File: config.mk
export PLATFORM = sky130hd
export DESIGN_NAME = adc_serial_reader
export DESIGN_NICKNAME = d
export VERILOG_FILES = /design/src/rtl/adc_serial_reader.sv
export SDC_FILE = /design/constraint.sdc
export NUM_CORES = 1
export LEC_CHECK = 0
export ABC_AREA = 1
export CAP_MARGIN = 20
export CORE_ASPECT_RATIO = 1.75
export CORE_MARGIN = 3
export CORE_UTILIZATION = 25
export DETAILED_ROUTE_END_ITERATION = 12
export PLACE_DENSITY = 0.45
export RECOVER_POWER = 100
export SYNTH_ARGS = -nofsm -noshare
export SYNTH_HDL_FRONTEND = slang
export SYNTH_SLANG_ARGS = --single-unit
export TNS_END_PERCENT = 1
File: constraint.sdc
create_clock -name clock -period 1.85 [get_ports clock]
set_input_delay 0.37 -clock clock [delete_from_list [all_inputs] [get_ports clock]]
set_output_delay 0.37 -clock clock [all_outputs]
set_load 0.02 [all_outputs]
File: src/rtl/adc_serial_reader.sv
// Purpose: scans NUM_CH ADC channels, handles calibration/sleep, deserialises DATA_W-bit samples MSB-first.
// Latency: data_valid pulses 2*DATA_W*CLK_DIV+1 cycles after cs_n falls (first SHIFT cycle).
// Backpressure: none; a sample is a one-cycle pulse; drdy_n high before the last sclk rise aborts the transfer.
module adc_serial_reader #(
  parameter int DATA_W  = 16,
  parameter int NUM_CH  = 4,
  parameter int CLK_DIV = 4,
  parameter int CAL_LEN = 8
) (
  input  logic              clock,
  input  logic              reset,
  input  logic              enable,
  input  logic              cal_req,
  output logic [1:0]        SC,
  output logic              cal,
  output logic              sleep_n,
  output logic              cs_n,
  input  logic              drdy_n,
  output logic              sclk,
  input  logic              sdata,
  output logic [DATA_W-1:0] data,
  output logic [1:0]        data_ch,
  output logic              data_valid,
  output logic              abort_err
);

  typedef enum logic [2:0] {IDLE, CAL, WAIT, SHIFT, DONE} state_t;

  localparam logic [7:0]  DIV_LAST = 8'(CLK_DIV - 1);
  localparam logic [5:0]  BITS     = 6'(DATA_W);
  localparam logic [15:0] CAL_LAST = 16'(CAL_LEN - 1);
  localparam logic [1:0]  CH_LAST  = 2'(NUM_CH - 1);

  state_t              state, state_nxt;
  logic                cal_pend;
  logic [7:0]          div_cnt;
  logic [5:0]          bit_cnt;
  logic [15:0]         cal_cnt;
  logic [DATA_W-1:0]   shreg;

  logic div_wrap, shift_abort, shift_end, cal_end;

  // Divider wrap marks an sclk toggle; a transfer ends on the falling toggle after the last rise,
  // and aborts if the ADC withdraws drdy_n before all DATA_W rises have been taken.
  always_comb begin
    div_wrap    = (div_cnt == DIV_LAST);
    shift_abort = (state == SHIFT) && drdy_n && (bit_cnt < BITS);
    shift_end   = (state == SHIFT) && div_wrap && sclk && (bit_cnt == BITS);
    cal_end     = (state == CAL) && (cal_cnt == CAL_LAST);
  end

  // State register.
  always_ff @(posedge clock) begin
    if (reset) state <= IDLE;
    else       state <= state_nxt;
  end

  // Next-state logic; CAL and SHIFT always run to completion before enable is honoured.
  always_comb begin
    state_nxt = state;
    case (state)
      IDLE:    if (enable) state_nxt = cal_pend ? CAL : WAIT;
      CAL:     if (cal_end) state_nxt = WAIT;
      WAIT: begin
        if (!enable)       state_nxt = IDLE;
        else if (cal_pend) state_nxt = CAL;
        else if (!drdy_n)  state_nxt = SHIFT;
      end
      SHIFT: begin
        if (shift_abort)    state_nxt = WAIT;
        else if (shift_end) state_nxt = DONE;
      end
      DONE:    state_nxt = enable ? WAIT : IDLE;
      default: state_nxt = IDLE;
    endcase
  end

  // ADC control strobes decoded straight from the state.
  always_comb begin
    sleep_n = (state != IDLE);
    cs_n    = (state != SHIFT);
    cal     = (state == CAL);
  end

  // Datapath: cal request latch, cal timer, sclk divider, shifter, sample/channel registers.
  always_ff @(posedge clock) begin
    if (reset) begin
      cal_pend   <= 1'b0;
      cal_cnt    <= '0;
      div_cnt    <= '0;
      bit_cnt    <= '0;
      sclk       <= 1'b0;
      shreg      <= '0;
      SC         <= '0;
      data       <= '0;
      data_ch    <= '0;
      data_valid <= 1'b0;
      abort_err  <= 1'b0;
    end else begin
      // Entering CAL consumes the request; requests arriving while pending merge into it.
      if (state != CAL && state_nxt == CAL) cal_pend <= 1'b0;
      else if (cal_req)                     cal_pend <= 1'b1;

      cal_cnt <= (state == CAL && !cal_end) ? cal_cnt + 16'd1 : 16'd0;

      if (state == SHIFT && !shift_abort) begin
        if (div_wrap) begin
          div_cnt <= '0;
          sclk    <= ~sclk;
          if (!sclk) begin
            shreg   <= {shreg[DATA_W-2:0], sdata};
            bit_cnt <= bit_cnt + 6'd1;
          end
        end else begin
          div_cnt <= div_cnt + 8'd1;
        end
      end else begin
        div_cnt <= '0;
        bit_cnt <= '0;
        sclk    <= 1'b0;
      end

      if (shift_abort) begin
        shreg     <= '0;
        abort_err <= 1'b1;
      end

      data_valid <= (state == DONE);
      if (state == DONE) begin
        data    <= shreg;
        data_ch <= SC;
        SC      <= (SC == CH_LAST) ? 2'd0 : SC + 2'd1;
      end
    end
  end

endmodule

==> summary.txt <==
Synthesis
  – Ys Warns: 0
  – Synthesized cell area: 3268 µm²
  – Post-synth cell types: 34
  – Synth Register Bits: 73
  – Sequential cell area fraction in the yosys report: 44.72%
  – Synthesized instance count: 430
  – Mapped Avg Cell Area: 7.600 µm²
  – Post-Syn Nets: 441

Place
  – Port bufs: 31
  – GPL Wtd Cong: 0.7702
  – Pre-CTS setup slack: 97.68 ps
  – DP HPWL: 5250 µm
  – Placed Instances: 632

STA
  – Final setup vio count: 0
  – Relative slew margins: 76.34%
  – Skew final: 6.442 ps
  – Fin crit share: 96.34%
  – RSZ-0062 raised after global routing: false
  – Fmax: 561.1 MHz
  – Final count of hold timing violations: 0
  – Slew Viols, Final: 0
  – TNS Setup: 0 ps
  – Worst-Margin Slew: 354.9 ps
  – Crit path time final: 1782 ps
  – Final setup margin: 67.80 ps

Clock tree
  – CTS H-tree depth: 3
  – CTS tree: yes
  – Clock sinks: 73
  – Max Buffers Root-to-Sink: 2
  – Post-CTS Setup Bufs: 0
  – Root Buffer: clkbuf_16
  – Cts bufs inserted: 9
  – Clk slew on worst S/H paths: 60 ps
  – Worst-Skew Late Latency: 330 ps

Finish
  – Most common cell after layout, fill and taps aside: nor2_1
  – Filler cells: 1375
  – Layout cells sized above 1: 13.75%
  – Final nets: 486
  – Most frequent cells in the layout: nor2_1 (105), dfxtp_1 (72), nand2_1 (53)
  – ANT cells: 0
  – Cell Count, Final, Fillers Out: 648
  – Layout area overhead: 25.57%

Detailed routing
  – Drt first-iter violations: 84
  – Wirelength per Cell: 11.02 µm
  – Routed via count: 2765
  – Router iterations before antenna repair: 4
  – WL final: 7140 µm
  – DR vias/cell: 4.267
  – DRC Markers: 0
  – Antenna Violating Nets Remaining: 0

Global routing
  – Initial antenna violation count: 0
  – Largest net degree at the start of global routing: 20
  – Gr ovfl total: 0
  – Number of global-route vias before repair: 2746
  – GRT Overall Usage: 10.74%
  – First-pass GRT wire length: 12520 µm

Setup path
  – Crit path buffers/inverters: 2
  – Crit-path cells: buf_2, nor3_4, dlygate4sd2_1
  – Crit-path max FO: 4
  – Max stage delay on crit path: 370 ps
  – Critical Path AT: 1410 ps
  – Critical path launch point type: register
  – CP delay by family, top: buffers and inverters
  – Critical Path Slowest Stage Cell: dfxtp_1
  – WS Path Type: register to output port
  – CP endpoint kind: output port
  – WP data required: 1480 ps

Job
  – Maxcap violations: 0

Die
  – # rows: 54
  – Die area: 14530 µm²
  – Top Ports: 32
  – Effective utilization at floorplan: 25.87%
  – Core box area: 12630 µm²
  – Die Span Y: 157.3 µm
  – Die Span X: 92.43 µm

Power and ir drop
  – Worst IR Drop VDD: 0.0004226 V
  – Pwr dens: 900.1 nW/µm²
  – Leakage power: 1.698 nW

Status
  – Outcome: finished, final reports clean

Min path
  – HP Class: register to register
routing by layer:
metal	GRT usage [%]	share of wire (%)	vias to the layer above
met5	0	0	-
met4	5.103	1.8	0
met3	2.296	2.9	8
met1	11.74	44	1267
li1	-	-	1465
met2	19.49	52	25
cells by family (layout without fill, tap and decap cells):
kind of cell             Yosys count  in the layout  share of synthesized area (%)
AO/OA/AOI/OAI                     46             46                          7.159
XOR/XNOR                           7              7                          1.876
adder cells (fa/ha/maj)            5              5                          1.914
buffers and inverters             60            110                          8.078
flip-flops                        73             73                          44.72
AND/OR/NAND/NOR                  239            239                          36.26
where the power goes:
group / switching [mW] / total, mW / internal (mW)
clock network: 0.650 / 1.73 / 1.08
registers: 0.0294 / 1.63 / 1.60
logic: 0.213 / 0.340 / 0.127
cell usage after synthesis, drive strengths merged:
master | count | share of area [%]
nor2 | 123 | 17
dfxtp | 73 | 45
nand2 | 58 | 7.7
inv | 50 | 6.0
o21ai | 26 | 4.0
nand3 | 22 | 3.8
nor3 | 20 | 4.9
a21oi | 17 | 2.6
nand4 | 10 | 1.9
buf | 7 | 1.8
ha | 5 | 1.9
xor2 | 4 | 1.1
a31oi | 3 | 0.57
clkbuf | 3 | 0.34
xnor2 | 3 | 0.80
nor3b | 2 | 0.46
nor4 | 2 | 0.38
or2 | 2 | 0.38
registers in the layout, summed over array words and instances (netlist names):
signal,flops
shreg,16
bit_cnt,6
sclk,1
data_ch,2
data_valid,1
state,3
SC,2
data,16
abort_err,1
cal_cnt,16
cal_pend,1
div_cnt,8
repair_timing:
action	4_1_cts	5_1_grt
setup endpoints to repair	3	2
hold buffers	0	0
gates resized for setup	5	2
cell type report:
cell class / count / area [µm²] / area share (%)
clock buffers: 11 / 242.7 / 5.915
clock inverters: 5 / 55.05 / 1.341
inverters: 50 / 195.2 / 4.756
multi-input cells: 297 / 1538 / 37.47
flip-flops and latches: 73 / 1463 / 35.64
well taps: 168 / 210.2 / 5.122
repair buffers: 44 / 400.4 / 9.756
through the flow:
stage               hold slack (ps)  instance area [µm²]  power [mW]  utilization (%)
floorplan                     417.5                 3268       1.883                -
global placement              429.4                 3830       2.027            30.31
detailed placement            441.9                 3830       2.032            30.31
CTS                           453.2                 4125       3.769            32.65
global route                  473.3                 4104       3.862            32.48
finish                        447.8                 4104       3.694            32.48
final timing paths:
check                        startpoint                endpoint  slack, ps  cells past startpoint
setup / recovery    state[2]$_SDFF_PP0_                     cal         70                      3
hold / removal    cal_cnt[0]$_SDFF_PP0_   cal_cnt[0]$_SDFF_PP0_        450                      1
setup reg to reg  div_cnt[0]$_SDFF_PP0_  shreg[12]$_SDFFE_PP0P_        190                      8
hold reg to reg   cal_cnt[0]$_SDFF_PP0_   cal_cnt[0]$_SDFF_PP0_        450                      1
Power figures use the tool's default switching activity.
